<file path="src/rtl/logic_block_sequencer.sv">
// rtl/logic_block_sequencer.sv - shadow/active config, arming and hit qualification for one logicBlock comparator
module logic_block_sequencer #(
  parameter int WIDTH = 32,
  parameter int CNT_W = 16
) (
  input  logic             clk,
  input  logic             rst_n,
  input  logic             cfg_valid,
  output logic             cfg_ready,
  input  logic [2:0]       cfg_addr,
  input  logic [WIDTH-1:0] cfg_data,
  input  logic             cfg_commit,
  input  logic             arm,
  input  logic             disarm,
  input  logic             lb_result,
  input  logic             lb_config_invalid,
  output logic [WIDTH-1:0] mask_a,
  output logic [WIDTH-1:0] mask_b,
  output logic [WIDTH-1:0] constant_o,
  output logic             op_b_mux,
  output logic [2:0]       result_mux,
  output logic             prev_config_invalid,
  output logic             trigger,
  output logic             fired,
  output logic             arm_err,
  output logic [1:0]       state,
  output logic [CNT_W-1:0] hit_count
);

  typedef enum logic [1:0] {
    IDLE  = 2'd0,
    ARMED = 2'd1,
    FIRED = 2'd2
  } seqState_t;

  seqState_t curState;

  // Host-visible shadow set; only reaches the comparator on commit.
  logic [WIDTH-1:0] shMaskA;
  logic [WIDTH-1:0] shMaskB;
  logic [WIDTH-1:0] shConst;
  logic             shOpBMux;
  logic [2:0]       shResultMux;
  logic [CNT_W-1:0] shThreshold;
  logic             badWrite;

  logic [CNT_W-1:0] actThreshold;

  logic             cfgAccept;
  logic             commitNow;
  logic             armNow;
  logic             badAddr;
  logic [CNT_W-1:0] effThr;
  logic [CNT_W:0]   hitSum;
  logic             thrReached;

  // cfg_ready is only ever high in IDLE, so an accepted write implies IDLE.
  assign cfgAccept  = cfg_valid && cfg_ready;
  assign commitNow  = cfg_commit && (curState == IDLE);
  // Commit takes priority: the active set is not settled until the edge after commit.
  assign armNow     = arm && !cfg_commit && (curState == IDLE);
  assign badAddr    = (cfg_addr > 3'd4);
  // A zero threshold behaves as a single-hit trigger.
  assign effThr     = (actThreshold == '0) ? {{(CNT_W-1){1'b0}}, 1'b1} : actThreshold;
  // One extra bit so the increment can never wrap before the compare.
  assign hitSum     = {1'b0, hit_count} + {{CNT_W{1'b0}}, 1'b1};
  assign thrReached = (hitSum >= {1'b0, effThr});
  assign state      = curState;

  // Shadow writes, atomic shadow->active copy on commit, and the sticky bad-write flag.
  always_ff @(posedge clk or negedge rst_n) begin
    if (!rst_n) begin
      shMaskA             <= '0;
      shMaskB             <= '0;
      shConst             <= '0;
      shOpBMux            <= 1'b0;
      shResultMux         <= 3'd0;
      shThreshold         <= {{(CNT_W-1){1'b0}}, 1'b1};
      badWrite            <= 1'b0;
      mask_a              <= '0;
      mask_b              <= '0;
      constant_o          <= '0;
      op_b_mux            <= 1'b0;
      result_mux          <= 3'd0;
      actThreshold        <= {{(CNT_W-1){1'b0}}, 1'b1};
      prev_config_invalid <= 1'b0;
    end else begin
      if (cfgAccept) begin
        case (cfg_addr)
          3'd0: shMaskA <= cfg_data;
          3'd1: shMaskB <= cfg_data;
          3'd2: shConst <= cfg_data;
          3'd3: begin
            shOpBMux    <= cfg_data[3];
            shResultMux <= cfg_data[2:0];
          end
          3'd4: shThreshold <= cfg_data[CNT_W-1:0];
          default: ;
        endcase
      end
      // Commit copies the pre-edge shadow, so a same-cycle write stays in shadow.
      if (commitNow) begin
        mask_a              <= shMaskA;
        mask_b              <= shMaskB;
        constant_o          <= shConst;
        op_b_mux            <= shOpBMux;
        result_mux          <= shResultMux;
        actThreshold        <= shThreshold;
        prev_config_invalid <= badWrite;
      end
      if (cfgAccept && badAddr) begin
        badWrite <= 1'b1;
      end else if (commitNow) begin
        badWrite <= 1'b0;
      end
    end
  end

  // Sequencer: arm/disarm, consecutive-hit qualification and trigger generation.
  always_ff @(posedge clk or negedge rst_n) begin
    if (!rst_n) begin
      curState  <= IDLE;
      hit_count <= '0;
      trigger   <= 1'b0;
      fired     <= 1'b0;
      arm_err   <= 1'b0;
      cfg_ready <= 1'b0;
    end else begin
      trigger <= 1'b0;
      case (curState)
        IDLE: begin
          cfg_ready <= 1'b1;
          if (armNow) begin
            if (lb_config_invalid) begin
              arm_err <= 1'b1;
            end else begin
              curState  <= ARMED;
              hit_count <= '0;
              arm_err   <= 1'b0;
              cfg_ready <= 1'b0;
            end
          end
        end
        ARMED: begin
          if (disarm) begin
            curState  <= IDLE;
            hit_count <= '0;
            cfg_ready <= 1'b1;
          end else if (lb_result) begin
            if (thrReached) begin
              curState  <= FIRED;
              trigger   <= 1'b1;
              fired     <= 1'b1;
              hit_count <= effThr;
            end else begin
              hit_count <= hitSum[CNT_W-1:0];
            end
          end else begin
            hit_count <= '0;
          end
        end
        FIRED: begin
          if (disarm) begin
            curState  <= IDLE;
            hit_count <= '0;
            fired     <= 1'b0;
            cfg_ready <= 1'b1;
          end
        end
        default: begin
          curState  <= IDLE;
          hit_count <= '0;
          fired     <= 1'b0;
          cfg_ready <= 1'b1;
        end
      endcase
    end
  end

endmodule

</file>
<file path="config.mk">
export PLATFORM = sky130hd
export DESIGN_NAME = logic_block_sequencer
export DESIGN_NICKNAME = d
export VERILOG_FILES = /design/src/rtl/logic_block_sequencer.sv
export SDC_FILE = /design/constraint.sdc
export NUM_CORES = 1
export LEC_CHECK = 0
export ABC_CLOCK_PERIOD_IN_PS = 4850
export CORE_AREA = 3 3 143 145
export CTS_BUF_LIST = sky130_fd_sc_hd__clkbuf_4 sky130_fd_sc_hd__clkbuf_8
export DETAILED_ROUTE_END_ITERATION = 8
export DIE_AREA = 0 0 146 148
export PLACE_DENSITY = 0.8
export REMOVE_ABC_BUFFERS = 1
export SYNTH_ARGS = -nofsm -noshare
export SYNTH_HDL_FRONTEND = slang
export SYNTH_SLANG_ARGS = --single-unit
</file>
<file path="constraint.sdc">
create_clock -name clk -period 4.85 [get_ports clk]
set_clock_uncertainty 0.1 [all_clocks]
set_input_delay 0.485 -clock clk [delete_from_list [all_inputs] [get_ports clk]]
set_output_delay 0.485 -clock clk [all_outputs]
set_load 0.01 [all_outputs]
</file>
==> results.ini <==
[synth]
synth_top_area_share = 0.602
synth_area_um2 = 10600
yosysTopAreaCell = dfrtp_1
synth_ff_type = dfrtp_1
yosys_warnings = 0
ys_seq_area_frac = 0.607
synth_edf_count = 0
avgSynthCellArea_um2 = 14.5
async_reset_ff_frac = 1.00
netlist_instances = 728
ys_top_cells_by_area = dfrtp_1, mux2_2, ha_1
synth_cell_types = 46
synth_seq_cells = 256

[clock_tree]
cts_buffers = 42
cts_resized = 0
clock_sinks = 256
cts_tree = yes
cts.path.max_buffers = 3
clk_latency_ns = 0.53
root_buffer = clkbuf_8
htree_levels = 2
clk_pin_slew_worst_paths_ns = 0.07

[timing]
setup_ws_ns = 1.28
worstMarginPinSlew_ns = 0.973
drv_slew = 0
relSlewSlack = 0.349
rsz0062_at_grt = false
finalCritPeriodShare = 0.736
period_minus_slack_ns = 3.57
tns_ns = 0
fmax_mhz = 280
timing_hold_violations_final = 0
setup_viol_count_final = 0

[detailed_routing]
vias = 6489
via_per_inst = 5.35
wire_per_inst_um = 17.8
ant_nets = 0
drc = 0
drtIter0Drc = 298
wl_um = 21600
first_pass_iters = 4

[grt]
grt_pass1_wl_um = 36200
antenna_found_initial = 0
grtUsageTotal = 0.204
grt_overflow = 0
grt_start_max_net_pins = 116
grt_pass1_vias = 7077

[run]
cap_violations = 0

[hold_path]
min_path_type = flop to flop
whs_path_depth = 2
hold_path_end = badWrite
min_from = badWrite

[floorplanning]
core-area_um2 = 19300
boundaryPins = 166
die_h_um = 148
die-area_um2 = 21600
die_x_um = 146
start_util = 0.546
rows = 51

[layout]
antenna_cells = 0
nFillCells = 1398
nNetsFinal = 977
synthToLayoutAreaGrowth_pct = 27.3
fin_util = 0.695
drive_above_1_share = 0.351
postLayoutCellArea_um2 = 13400

[setup_path]
r2r_end = hit_count[2]
max_stage_delay_ns = 0.46
crit_arrival_ns = 3.85
path_class = flop to flop
path_buf_inv = 1
reg2reg_depth = 13
r2r_slack_ns = 1.28
cp_top_family = simple AND/OR/NAND/NOR gates
cp_data_required_time_ns = 5.13
cp_cell_sequence = ha_1, and2_1, nand3_4, nor3_1, xor2_1, ha_1, nand3_1, o221ai_1, a211o_1, a311oi_4, buf_4, mux2i_1, o22ai_1
reg2reg_from = hit_count[0]
cp_max_fo = 23
slowest_stage = dfrtp_1
start_kind = flop
crit_path_end_kind = flop
cpMostUsedCell = ha_1

[power]
power_density_nw_per_um2 = 588
finalPower_mw = 7.90
p_leak_nw = 5.94
irDropWorstVdd_mv = 0.416

[placed_design]
post-place-ws_ns = 1.33
hpwl_um = 13800
port_buffers = 165
gp_congestion = 0.859
post_dp_cell_area_um2 = 12500

[run_status]
status = complete, no violations

[layout make-up]
cell class | count | area (um^2) | share of cell area
inverter | 29 | 109 | 0.00810
multi-input combinational | 412 | 3930 | 0.292
clock buffer | 72 | 878 | 0.0654
timing repair buffer | 173 | 1740 | 0.130
tap | 265 | 332 | 0.0247
clock inverter | 5 | 37.5 | 0.00279
sequential | 256 | 6410 | 0.477
[through the flow]
step,instances,hold WS [ns]
2_1_floorplan,697,0.0894
3_3_place_gp,1134,0.364
3_5_place_dp,1134,0.376
4_1_cts,1212,0.389
5_1_grt,1212,0.409
6_report,1212,0.384
[logic make-up after synthesis]
logic type	after synthesis	synth area share
DFF	256	0.607
muxes	242	0.257
and+or+nand+nor	90	0.0445
buffers and inverters	60	0.0230
AOI/OAI and AO/OA	46	0.0326
adders and majority gates	20	0.0237
xor gates and xnor gates	14	0.0116
[state kept, by name, summed over array words and instances, names as in the netlist, 16 cells and up]
| signal | count |
|---|---|
| constant_o | 32 |
| mask_a | 32 |
| mask_b | 32 |
| shConst | 32 |
| shMaskA | 32 |
| shMaskB | 32 |
| actThreshold | 16 |
| hit_count | 16 |
| shThreshold | 16 |
[worst max path at each step]
| stage | from | endpoint | slack, ns | cells after the start |
|---|---|---|---|---|
| after detailed placement | hit_count[0] | hit_count[2] | 1.33 | 13 |
| final | hit_count[0] | hit_count[2] | 1.28 | 13 |
| after global placement | hit_count[0] | hit_count[8] | 1.47 | 13 |
| after floorplan | state[0] | actThreshold[10] | 0.89 | 4 |
| after CTS | hit_count[0] | hit_count[2] | 1.32 | 13 |
| after global routing | hit_count[0] | hit_count[3] | 1.03 | 13 |
[placed cells by master (no fill, tap or decap), types with 6 or more instances in the layout]
cell / count
dfrtp_1: 254
mux2_2: 234
clkdlybuf4s50_1: 164
clkbuf_8: 54
inv_1: 29
nand2_1: 24
ha_1: 20
nand3_1: 19
clkbuf_4: 18
nor2_1: 16
xnor2_1: 9
a21oi_1: 8
mux2i_1: 8
o22ai_1: 8
a31oi_1: 7
o311ai_0: 6
[cells in the mapped netlist (all sizes together), types with 3 or more instances]
cell type,instances
o22ai,8
nand3,20
inv,29
xnor2,9
a21oi,9
dfrtp,254
nand2,26
nor2b,3
clkbuf,17
xor2,5
a31oi,7
o311ai,7
buf,14
nor4,4
and3,3
mux2i,8
o21ai,3
nor2,18
mux2,234
nor3,5
ha,20
[what timing repair did]
action / CTS / global route
hold buffers: 1 / 0
endpoints found under the hold margin: 96 / 0
buffers inserted: 0 / 0
[power by group]
group / internal, mW / switching, mW
Clock: 1.14 / 0.830
Sequential: 2.93 / 0.442
Combinational: 1.55 / 1.00
[worst min-delay path, cell delays in order, from the launching register on]
cell and delay [ns]:
dfrtp_1 0.35, nand2_1 0.05, o21ai_0 0.06
[metal layers]
layer	vias to the layer above	part of all wire	track usage
li1	2974	-	-
met5	-	0	0
met1	3296	0.43	0.265
met3	39	0.086	0.0791
met2	180	0.47	0.325
met4	0	0.019	0.0555
No activity file was read; power rests on OpenSTA's default activity.
